===== config.mk =====
export PLATFORM = sky130hd
export DESIGN_NAME = bitcount_result_buffer_flat
export DESIGN_NICKNAME = d
export VERILOG_FILES = /design/src/rtl/bitcount_result_buffer_if.sv /design/src/rtl/bitcount_result_buffer.sv /design/src/flat_wrapper.sv
export SDC_FILE = /design/constraint.sdc
export NUM_CORES = 1
export LEC_CHECK = 0
export ABC_AREA = 1
export CAP_MARGIN = 15
export CELL_PAD_IN_SITES_DETAIL_PLACEMENT = 0
export CELL_PAD_IN_SITES_GLOBAL_PLACEMENT = 1
export CORE_MARGIN = 10
export CORE_UTILIZATION = 39
export CTS_CLUSTER_DIAMETER = 50
export CTS_CLUSTER_SIZE = 25
export DETAILED_ROUTE_END_ITERATION = 8
export PLACE_DENSITY = 0.78
export SLEW_MARGIN = 15
export SYNTH_ARGS = -nofsm -noshare
export SYNTH_HDL_FRONTEND = slang
export SYNTH_SLANG_ARGS = --single-unit

===== constraint.sdc =====
create_clock -name clk -period 2.05 [get_ports clk]
set_input_delay 0.41 -clock clk [delete_from_list [all_inputs] [get_ports clk]]
set_output_delay 0.41 -clock clk [all_outputs]
set_load 0.1 [all_outputs]

===== src/rtl/bitcount_result_buffer_if.sv =====
// Output stream of the bit-count result buffer: head entry offered over valid/ready.
// The buffer drives the master side and the consumer takes the slave side.
interface bitcount_result_buffer_if;
    logic       out_valid;
    logic [4:0] out_data;
    logic       out_ready;

    modport master (output out_valid, output out_data, input out_ready);
    modport slave  (input out_valid, input out_data, output out_ready);
endinterface


===== src/rtl/bitcount_result_buffer.sv =====
// First-word-fall-through queue of 5-bit popcount results, with a sticky overflow flag.
// Optional macro BITCOUNT_TOTAL_EN adds an 11-bit saturating running total of accepted results.
module bitcount_result_buffer #(
    parameter int DEPTH = 4,
    localparam int AW = $clog2(DEPTH),
    localparam int CW = AW + 1
) (
    input  logic                     clk,
    input  logic                     reset,
    input  logic                     done,
    input  logic [4:0]               result,
    input  logic                     clear,
    bitcount_result_buffer_if.master out_if,
    output logic [CW-1:0]            count,
    output logic                     full,
`ifdef BITCOUNT_TOTAL_EN
    output logic                     drop,
    output logic [10:0]              total
`else
    output logic                     drop
`endif
);

    logic [4:0]    mem_r [DEPTH];
    logic [AW-1:0] wr_ptr_r;
    logic [AW-1:0] rd_ptr_r;
    logic [CW-1:0] count_r;
    logic [CW-1:0] count_next_s;
    logic          valid_r;
    logic          full_r;
    logic          drop_r;
    logic          push_s;
    logic          pop_s;

    // A push while full is only legal when the head leaves in the same cycle.
    assign pop_s  = valid_r & out_if.out_ready;
    assign push_s = done & (~full_r | pop_s);

    // Next occupancy from the push/pop pair.
    always_comb begin
        count_next_s = count_r;
        case ({push_s, pop_s})
            2'b10:   count_next_s = count_r + CW'(1);
            2'b01:   count_next_s = count_r - CW'(1);
            default: count_next_s = count_r;
        endcase
    end

    // Pointers, occupancy, status flags; clear flushes without touching storage.
    always_ff @(posedge clk or negedge reset) begin
        if (!reset) begin
            wr_ptr_r <= {AW{1'b0}};
            rd_ptr_r <= {AW{1'b0}};
            count_r  <= {CW{1'b0}};
            valid_r  <= 1'b0;
            full_r   <= 1'b0;
            drop_r   <= 1'b0;
        end else if (clear) begin
            wr_ptr_r <= {AW{1'b0}};
            rd_ptr_r <= {AW{1'b0}};
            count_r  <= {CW{1'b0}};
            valid_r  <= 1'b0;
            full_r   <= 1'b0;
            drop_r   <= 1'b0;
        end else begin
            if (push_s) begin
                wr_ptr_r <= wr_ptr_r + AW'(1);
            end
            if (pop_s) begin
                rd_ptr_r <= rd_ptr_r + AW'(1);
            end
            if (done && !push_s) begin
                drop_r <= 1'b1;
            end
            count_r <= count_next_s;
            valid_r <= (count_next_s != {CW{1'b0}});
            full_r  <= (count_next_s == CW'(DEPTH));
        end
    end

    // Storage array; reset zeroes it so the head reads 0 afterwards.
    always_ff @(posedge clk or negedge reset) begin
        if (!reset) begin
            for (int i = 0; i < DEPTH; i++) begin
                mem_r[i] <= 5'd0;
            end
        end else if (!clear && push_s) begin
            mem_r[wr_ptr_r] <= result;
        end
    end

    assign out_if.out_valid = valid_r;
    assign out_if.out_data  = mem_r[rd_ptr_r];
    assign count            = count_r;
    assign full             = full_r;
    assign drop             = drop_r;

`ifdef BITCOUNT_TOTAL_EN
    logic [10:0] total_r;
    logic [11:0] total_sum_s;
    logic [10:0] total_next_s;

    // Saturating add of the accepted result.
    always_comb begin
        total_sum_s = {1'b0, total_r} + {7'd0, result};
        if (total_sum_s[11]) begin
            total_next_s = 11'h7FF;
        end else begin
            total_next_s = total_sum_s[10:0];
        end
    end

    // Running total register; dropped results never reach it.
    always_ff @(posedge clk or negedge reset) begin
        if (!reset) begin
            total_r <= 11'd0;
        end else if (clear) begin
            total_r <= 11'd0;
        end else if (push_s) begin
            total_r <= total_next_s;
        end
    end

    assign total = total_r;
`endif

endmodule


===== src/flat_wrapper.sv =====
// flat-port wrapper written by rule: the top's interface ports become plain ports
module bitcount_result_buffer_flat 
#(
    parameter int DEPTH = 4,
    localparam int AW = $clog2(DEPTH),
    localparam int CW = AW + 1
)
  (clk, reset, done, result, clear, count, full, drop, out_if_out_valid, out_if_out_data, out_if_out_ready);
  bitcount_result_buffer_if out_if_i ();
  input  logic clk;
  input  logic reset;
  input  logic done;
  input  logic [4:0] result;
  input  logic clear;
  output logic [CW-1:0] count;
  output logic full;
  output logic drop;
  output wire logic [$bits(out_if_i.out_valid)-1:0] out_if_out_valid;
  output wire logic [$bits(out_if_i.out_data)-1:0] out_if_out_data;
  input wire logic [$bits(out_if_i.out_ready)-1:0] out_if_out_ready;
  assign out_if_out_valid = out_if_i.out_valid;
  assign out_if_out_data = out_if_i.out_data;
  assign out_if_i.out_ready = out_if_out_ready;
  bitcount_result_buffer #(.DEPTH(DEPTH)) u_core (.clk(clk), .reset(reset), .done(done), .result(result), .clear(clear), .out_if(out_if_i), .count(count), .full(full), .drop(drop));
endmodule

# Word-level counts from Yosys, hierarchy flattened
# Index checks and enable logic that the tools add are counted.
[word_totals]
register_bits = 30
input_bits = 10
out_inout_bits = 11
word_cells = 51
[classes]
n_addsub = 4
n_lt_le_gt_ge = 3
n_eq_ne = 3
muxes = 16
bitwise = 6
n_reduce_logical = 9
[ops]
columns = ["op", "count"]
rows = [
  ["$bwmux 20", 1],
  ["$mux 5", 3],
  ["$bmux 5 s2", 1],
  ["$demux 5 s2", 1],
  ["$mux 2", 4],
  ["$ge 3x3->1 const B", 2],
  ["$not 2->3", 2],
  ["$pmux 3 s2", 1],
  ["$reduce_bool 2->1", 3],
  ["$add 2x1->2 const B", 2],
  ["$mux 1", 4],
  ["$add 3x1->3 const B", 1],
  ["$eq 3x3->1 const B", 1],
  ["$logic_and 1x1->1", 3],
  ["$lt 3x1->1 const B", 1],
  ["$mux 3", 1],
  ["$reduce_bool 3->1", 1],
  ["$sub 3x1->3 const B", 1],
  ["$and 1x1->1", 2],
  ["$eq 2x1->1 const B", 1],
  ["$eq 2x2->1 const B", 1],
  ["$logic_not 1->1", 2],
  ["$not 1->1", 1],
  ["$or 1x1->1", 1],
]

# Logic depth before layout (Yosys ltp)
# Gate-level depths: netlist (run 1).
[depth]
word_depth = 7
mapped_depth = 12
ltp_nobuf = 12

# Worst setup path before layout (run 1)
# Ideal clock, no wire load.
[synth_timing]
path_kind = "register to output"
from = "reg u_core.rd_ptr_r[0]"
to = "out out_if_out_data[0]"
arrival_ps = 2255
t_required_ps = 1640
slack_ps = -615
path_stages_with_launch = 5
n_path_buf = 1
path_cell_list = "dfrtp_1 > inv_1 > clkbuf_1 > o21ai_0 > o22ai_1"
[synth_via]
elab_chain_cells = 4
[synth_lines]
columns = ["element", "line_no", "text"]
rows = [
  ["start: declaration", "bitcount_result_buffer.sv:26", "logic [AW-1:0] rd_ptr_r;"],
  ["start signal: assignment", "bitcount_result_buffer.sv:53", "rd_ptr_r <= {AW{1'b0}};"],
  ["start signal: assignment", "bitcount_result_buffer.sv:60", "rd_ptr_r <= {AW{1'b0}};"],
  ["start signal: assignment", "bitcount_result_buffer.sv:70", "rd_ptr_r <= rd_ptr_r + AW'(1);"],
  ["$not 2->3 (not written as such)", "bitcount_result_buffer.sv:93", "assign out_if.out_data = mem_r[rd_ptr_r];"],
  ["$bmux 5 s2", "bitcount_result_buffer.sv:93", ""],
  ["$mux 5 (not written as such) (2 in a row)", "bitcount_result_buffer.sv:93", ""],
  ["end: declaration", "flat_wrapper.sv:19", "output wire logic [$bits(out_if_i.out_data)-1:0] out_if_out_data;"],
]
# No other way between the ends. The select of a mux whose other input is x is not followed.

# Worst setup path in the final report (run 1)
[layout_timing]
from = "in done"
to = "reg u_core.valid_r, in the netlist u_core.out_if.out_valid"
[layout_via]
elab_chain_cells = 5
elab_cells_between_ends = 6
cone_classes = "eq/ne: 2; mux: 2; bitwise: 1; reduce/logical: 1"
[layout_lines]
columns = ["element", "line_no", "text"]
rows = [
  ["start: declaration", "flat_wrapper.sv:12", "input logic done;"],
  ["$and 1x1->1 *", "bitcount_result_buffer.sv:37", "assign push_s = done & (~full_r | pop_s);"],
  ["$eq 2x1->1 or $eq 2x2->1 (tied branches)", "bitcount_result_buffer.sv:42", "case ({push_s, pop_s})"],
  ["$pmux 3 s2 *", "bitcount_result_buffer.sv:42", ""],
  ["$reduce_bool 3->1 *", "bitcount_result_buffer.sv:76", "valid_r <= (count_next_s != {CW{1'b0}});"],
  ["$mux 1 *", "bitcount_result_buffer.sv:58", "end else if (clear) begin"],
  ["end signal: assignment", "bitcount_result_buffer.sv:76", ""],
  ["end: declaration", "bitcount_result_buffer.sv:29", "logic valid_r;"],
]
# Every way passes the cells marked *; elsewhere a longest branch is shown, timed or not.
# A chain may end at the register's enable or synchronous reset.

==> results.py, run 1 <==
metrics = {
    "outcome": {
        "run_status": "complete, no violations",
    },
    "sta": {
        "worstMarginPinSlew_ns": 0.368,
        "layout_worst_path_cycle_share": 0.957,
        "hold_slack_ns": 0.405,
        "normalized_max_slew_margin": 0.754,
        "skew_ns": 0.00475,
        "fmax_ghz": 0.510,
        "fin_crit_ns": 1.96,
        "setup_repair_after_global_routing_missed_its_margin": "false",
        "final_max_slew_viol_count": 0,
        "timing_hold_violations_final": 0,
        "totalNegativeSetupSlack_ns": 0,
        "postLayoutSetupSlackWorst_ns": 0.0877,
        "finalSetupViolCount": 0,
    },
    "clock_network": {
        "numCtsBuffers": 5,
        "cts_root_buf": "sky130_fd_sc_hd__clkbuf_8",
        "cts_tree": "built",
        "clk_path_buf_depth": 2,
        "clkTransAtPathRegs_ns": 0.07,
        "cts.sink_count": 30,
        "postCtsSetupBuffers": 0,
        "worst_skew_pair.late_latency_ns": 0.28,
        "clock_tree.htree_level_count": 2,
    },
    "die": {
        "ios": 21,
        "start_util": 0.400,
        "dieArea_sq_um": 6570,
        "floorplan.core_area_sq_um": 3630,
        "die_w_um": 81.1,
        "std_cell_rows": 22,
        "fp.dieH_um": 81.1,
    },
    "cells_and_area": {
        "instances_no_fill": 258,
        "num_antenna_cells": 0,
        "area_growth_pct": 36.5,
        "nets": 225,
        "layout-drive-gt1-share": 0.219,
        "stdcell_area_sq_um": 1990,
    },
    "placed_design": {
        "place_worst_setup_slack_ns": -0.322,
        "hpwl_mm": 2.78,
        "placed_cells_incl_taps": 250,
        "routabilityCongestion": 0.797,
        "dpl-instance-area_sq_um": 1880,
        "buffer_ports.inserted": 20,
    },
    "power": {
        "power.net_switching_mw": 1.35,
        "power.combinational.fraction": 0.501,
        "cell_internal_pwr_mw": 1.62,
        "switching_share": 0.454,
        "pwr-share-seq": 0.310,
        "leakage_power_figure_nw": 1.01,
        "power.ir.vdd_worst_v": 0.000505,
        "power_density_nw_per_um2": 1490,
        "power.share.clock": 0.189,
    },
    "synthesis": {
        "synth_top_flop_cell": "sky130_fd_sc_hd__dfrtp_1",
        "synth_fp_nets": 191,
        "post_synth_main_area_contributors": "sky130_fd_sc_hd__dfrtp_1 52%, sky130_fd_sc_hd__nand2_1 15%, sky130_fd_sc_hd__nand3_1 7.6%",
        "synth-edff-count": 0,
        "post-synth-top-area-cell": "sky130_fd_sc_hd__dfrtp_1",
        "post_synth_inst_count": 175,
        "synth.ff_latch_count": 30,
        "synth.yosys.warnings": 0,
        "ys_seq_area_frac": 0.516,
        "netlist_area_sq_um": 1460,
        "area_fraction_of_the_dominant_cell_type_after_synthesis": 0.516,
        "netlist-cell-type-count": 17,
        "synth.avg_cell_area_sq_um": 8.32,
        "synth.most_common_cell": "sky130_fd_sc_hd__nand2_1",
        "synthTopCellsByCount": "60 x sky130_fd_sc_hd__nand2_1, 30 x sky130_fd_sc_hd__dfrtp_1, 22 x sky130_fd_sc_hd__nand3_1, 13 x sky130_fd_sc_hd__nor2_1",
        "synth_async_sr_flop_share": 1.00,
    },
    "routing": {
        "totalWireLength_mm": 3.51,
        "detailedRoute.firstIterationViolations": 114,
        "post_drt_wl_per_cell_um": 13.6,
        "routed-via-count": 1249,
        "drtPass1Iterations": 4,
        "drt-vias-per-instance": 4.84,
        "drcViolationCount": 0,
        "antenna_left": 0,
    },
    "global_routing": {
        "gr-usage-all-layers": 0.125,
        "grt_start_max_net_pins": 25,
        "antenna_found_initial": 0,
        "grt_pass1_wl_mm": 6.33,
        "first_global_vias": 1331,
        "grt_remaining_overflow": 0,
    },
    "setup_path": {
        "worst_ep_arrival_time_ns": 2.13,
        "r2r-start": "u_core.out_if.out_valid$_DFF_PN0_",
        "worst_setup_path_endpoint": "u_core.out_if.out_valid$_DFF_PN0_",
        "timing.critical_path.required_ns": 2.22,
        "timing.critical_path.from_type": "primary input",
        "reg_to_reg_slack_setup_ns": 0.15,
        "worst-setup-path-type": "in2reg",
        "crit_path_max_fanout": 2,
        "r2r_worst_path_depth": 9,
        "critical_path.endpoint_type": "flop",
        "cp-startpoint": "done",
        "worst_reg2reg_path_endpoint": "u_core.out_if.out_valid$_DFF_PN0_",
    },
    "min_path": {
        "worst_min_delay_path_class": "in2async",
    },
    "run": {
        "drv_cap": 0,
    },
}
-- final cells by class --
| cell class | instances | area, sq um |
|---|---|---|
| tap | 48 | 60.1 |
| inverter | 12 | 45.0 |
| sequential | 30 | 761 |
| multi-input combinational | 129 | 694 |
| timing repair buffer | 31 | 317 |
| clock buffer | 8 | 110 |
| fill | 351 | 1650 |
-- routing by layer --
layer | track usage | wire length (um)
met5 | 0 | 0
met4 | 0.0571 | 57
met3 | 0.0386 | 241
met2 | 0.186 | 1570
met1 | 0.162 | 1640
-- metrics by stage --
stage | utilization | power (mW)
6_report | 0.547 | 2.96
5_1_grt | 0.547 | 3.14
4_1_cts | 0.547 | 2.99
3_5_place_dp | 0.517 | 2.43
3_3_place_gp | 0.517 | 2.39
2_1_floorplan | - | 1.93
-- power groups by stage --
stage,Clock (mW),Combinational (mW),Sequential (mW)
3_5_place_dp,0,1.50,0.927
5_1_grt,0.612,1.59,0.940
6_report,0.561,1.48,0.919
3_3_place_gp,0,1.47,0.918
4_1_cts,0.573,1.50,0.918
2_1_floorplan,0,0.792,1.14
-- flip-flops by register name, indices dropped and copies added (netlist names) --
signal                   count
u_core.count                 3
u_core.rd_ptr_r              2
u_core.drop                  1
u_core.wr_ptr_r              2
u_core.out_if.out_valid      1
u_core.full                  1
u_core.mem_r                20
-- worst max-delay path: stages --
cell	delay [ns]
sky130_fd_sc_hd__clkdlybuf4s50_1	0.53
sky130_fd_sc_hd__nand2_4	0.07
sky130_fd_sc_hd__ha_4	0.16
sky130_fd_sc_hd__fa_1	0.42
sky130_fd_sc_hd__or2_4	0.26
sky130_fd_sc_hd__o21ai_2	0.07
sky130_fd_sc_hd__nand2_1	0.09
sky130_fd_sc_hd__nand2_1	0.07
sky130_fd_sc_hd__nand2_1	0.05
-- what timing repair did --
action / in CTS / in global routing
hold buffers: 0 / 0
hold endpoints to repair: 0 / 0
setup endpoints to repair: 1 / 0
resized for setup: 1 / 0
-- cells by family (layout without fill, tap and decap cells) --
group           Yosys count  count (layout)  synth area share
compound gates           21              21            0.0765
fa+ha+maj                 6               6            0.0568
buf+inv                  16              51            0.0516
simple gates            101             101             0.293
xor+xnor                  1               1           0.00602
flops                    30              30             0.516
-- cell usage in the layout, fill, tap and decap left out, types with 8 or more instances in the layout --
master / count
sky130_fd_sc_hd__o21ai_0: 11
sky130_fd_sc_hd__nor2_1: 13
sky130_fd_sc_hd__clkdlybuf4s50_1: 8
sky130_fd_sc_hd__nand2_1: 60
sky130_fd_sc_hd__clkbuf_8: 8
sky130_fd_sc_hd__inv_1: 12
sky130_fd_sc_hd__dfrtp_1: 26
sky130_fd_sc_hd__buf_4: 17
sky130_fd_sc_hd__nand3_1: 22
-- how the worst min path moves through the flow --
stage                                startpoint                                 to  depth (start not counted)  slack (ns)
floorplan                                 reset          u_core.count[0]$_DFF_PN0_                          0        0.11
global placement    u_core.mem_r[7]$_DFFE_PN0P_        u_core.mem_r[7]$_DFFE_PN0P_                          2        0.45
detailed placement  u_core.mem_r[9]$_DFFE_PN0P_        u_core.mem_r[9]$_DFFE_PN0P_                          2        0.46
CTS                                       reset  u_core.out_if.out_valid$_DFF_PN0_                          1        0.40
global route                              reset  u_core.out_if.out_valid$_DFF_PN0_                          1        0.41
finish                                    reset          u_core.count[2]$_DFF_PN0_                          1        0.40
(Power assumes the default switching activity.)
==> inputs of run 2 (changes only) <==
==> constraint.sdc (replaced) <==
create_clock -name clk -period 2.1 [get_ports clk]
set_input_delay 0.42 -clock clk [delete_from_list [all_inputs] [get_ports clk]]
set_output_delay 0.42 -clock clk [all_outputs]
set_load 0.1 [all_outputs]
==> run 2 against run 1 <==
Effect of this change: clock-buffer cell count is 1 lower; power is 5.1% lower; clock skew is 0.0025 ns lower; wire length is 4.1% higher; cell count is 0.39% higher; flip-flop and latch count stayed put; critical path depth stayed put; cell area is 1.1% lower; die area stayed put; worst hold slack better by 0.066 ns; register-to-register slack worse by 0.02 ns; critical path type unchanged; critical endpoint unchanged.
==> results.py, run 2 (synthesis gave the netlist of run 1 again) <==
metrics = {
    "clock_network": {
        "post_cts_resize_count": 1,
        "clk_path_buf_depth": 2,
        "cts.sink_count": 30,
        "clock_tree.htree_level_count": 2,
        "holdBufCountCts": 0,
        "postCtsSetupBuffers": 0,
        "numCtsBuffers": 5,
        "cts_root_buf": "sky130_fd_sc_hd__clkbuf_8",
        "cts_tree": "built",
        "clkTransAtPathRegs_ns": 0.06,
        "worst_skew_pair.late_latency_ns": 0.28,
    },
    "sta": {
        "normalized_max_slew_margin": 0.743,
        "finalSetupViolCount": 0,
        "layout_worst_path_cycle_share": 0.972,
        "fin_crit_ns": 2.04,
        "fmax_ghz": 0.490,
        "postLayoutSetupSlackWorst_ns": 0.0598,
        "setup_repair_after_global_routing_missed_its_margin": "false",
        "skew_ns": 0.00223,
        "timing_hold_violations_final": 0,
        "worstMarginPinSlew_ns": 0.386,
        "final_max_slew_viol_count": 0,
    },
    "setup_path": {
        "reg_to_reg_slack_setup_ns": 0.13,
        "timing.critical_path.from_type": "primary input",
        "crit_path_max_fanout": 2,
        "crit_path_cell_trace": "clkdlybuf4s50_1 > nand2_4 > ha_4 > fa_1 > or2_2 > o21ai_1 > nand2_1 > nand2_1 > nand2_1",
        "timing.critical_path.required_ns": 2.27,
        "timing.critical_path.mode_cell": "sky130_fd_sc_hd__nand2_1",
        "worst-setup-path-type": "in2reg",
        "critPathSlowestCell": "sky130_fd_sc_hd__clkdlybuf4s50_1",
        "worst_reg2reg_path_endpoint": "u_core.out_if.out_valid$_DFF_PN0_",
        "cp-startpoint": "done",
        "r2r_worst_path_depth": 10,
        "r2r-start": "u_core.out_if.out_valid$_DFF_PN0_",
        "critical_path.endpoint_type": "flop",
        "longest_individual_stage_delay_on_the_worst_path_ns": 0.52,
        "worst_setup_path_endpoint": "u_core.out_if.out_valid$_DFF_PN0_",
        "worst_ep_arrival_time_ns": 2.21,
    },
    "placed_design": {
        "buffer_ports.inserted": 20,
        "routabilityCongestion": 0.793,
        "place_worst_setup_slack_ns": -0.371,
        "placed_cells_incl_taps": 251,
        "hpwl_mm": 2.75,
    },
    "global_routing": {
        "gr-usage-all-layers": 0.125,
        "antenna_found_initial": 0,
        "grt_pass1_wl_mm": 6.24,
        "first_global_vias": 1281,
        "grt_start_max_net_pins": 31,
        "grt_remaining_overflow": 0,
    },
    "cells_and_area": {
        "mostFrequentLayoutCells": "60 x sky130_fd_sc_hd__nand2_1, 26 x sky130_fd_sc_hd__dfrtp_1, 22 x sky130_fd_sc_hd__nand3_1",
        "layout.core_utilization": 0.541,
        "largest_reg_flops": 20,
        "area_growth_pct": 35.0,
        "layout-drive-gt1-share": 0.213,
        "nets": 226,
        "num_antenna_cells": 0,
        "instances_no_fill": 259,
        "mostFrequentLayoutCell": "sky130_fd_sc_hd__nand2_1",
        "regMostFlops": "u_core.mem_r",
    },
    "die": {
        "die_w_um": 81.1,
        "fp.dieH_um": 81.1,
        "start_util": 0.400,
        "std_cell_rows": 22,
        "floorplan.core_area_sq_um": 3630,
        "dieArea_sq_um": 6570,
        "ios": 21,
    },
    "outcome": {
        "run_status": "complete, no violations",
    },
    "routing": {
        "routed-via-count": 1274,
        "antenna_left": 0,
        "drtPass1Iterations": 4,
        "detailedRoute.firstIterationViolations": 94,
        "drcViolationCount": 0,
        "totalWireLength_mm": 3.65,
        "post_drt_wl_per_cell_um": 14.1,
        "drt-vias-per-instance": 4.92,
    },
    "power": {
        "power.ir.vdd_worst_v": 0.000529,
        "power_density_nw_per_um2": 1430,
        "leakage_power_figure_nw": 1.00,
    },
    "min_path": {
        "worst_min_delay_path_class": "reg2reg",
    },
    "run": {
        "drv_cap": 0,
    },
}
[run 2: layout make-up]
type                       instances  area, sq um
timing repair buffer              32          324
tap                               48         60.1
sequential                        30          761
inverter                          12         45.0
fill                             360         1670
clock buffer                       7         86.3
clock inverter                     1         5.00
multi-input combinational        129          683
[run 2: per-layer routing]
layer / part of all wire / track usage / routed length [um] / up-vias
li1: - / - / - / 633
met1: 0.47 / 0.158 / 1730 / 595
met2: 0.44 / 0.186 / 1610 / 39
met3: 0.065 / 0.0442 / 238 / 7
met4: 0.019 / 0.0588 / 68 / 0
met5: 0 / 0 / 0 / -
[run 2: per-stage QoR]
step	total power, mW	instance area [sq um]	hold slack (ns)	TNS (ns)
after detailed placement	2.35	1870	0.459	-1.20
after global placement	2.32	1870	0.450	-0.905
after global routing	2.97	1960	0.493	0
after floorplan	1.86	1520	0.124	0
after CTS	2.83	1960	0.475	0
final	2.81	1960	0.471	0
[run 2: worst min path at each step]
| stage | startpoint | to | depth (start not counted) |
|---|---|---|---|
| global route | u_core.mem_r[9]$_DFFE_PN0P_ | u_core.mem_r[9]$_DFFE_PN0P_ | 2 |
| global placement | u_core.mem_r[6]$_DFFE_PN0P_ | u_core.mem_r[6]$_DFFE_PN0P_ | 2 |
| CTS | u_core.mem_r[7]$_DFFE_PN0P_ | u_core.mem_r[7]$_DFFE_PN0P_ | 2 |
| floorplan | reset | u_core.count[0]$_DFF_PN0_ | 0 |
| detailed placement | u_core.mem_r[9]$_DFFE_PN0P_ | u_core.mem_r[9]$_DFFE_PN0P_ | 2 |
| finish | u_core.mem_r[9]$_DFFE_PN0P_ | u_core.mem_r[9]$_DFFE_PN0P_ | 2 |
[run 2: worst max-delay path: cells and delay by family]
| family | cells | cell delay (ns) |
|---|---|---|
| buffers and inverters | 1 | 0.52 |
| and+or+nand+nor | 5 | 0.58 |
| AOI/OAI and AO/OA | 1 | 0.10 |
| adders and majority gates | 2 | 0.58 |
[run 2: power breakdown]
group          switching, mW  total [mW]  internal, mW
Sequential             0.124       0.890         0.766
Clock                  0.222       0.486         0.264
Combinational          0.969        1.44         0.468
Total                   1.31        2.81          1.50
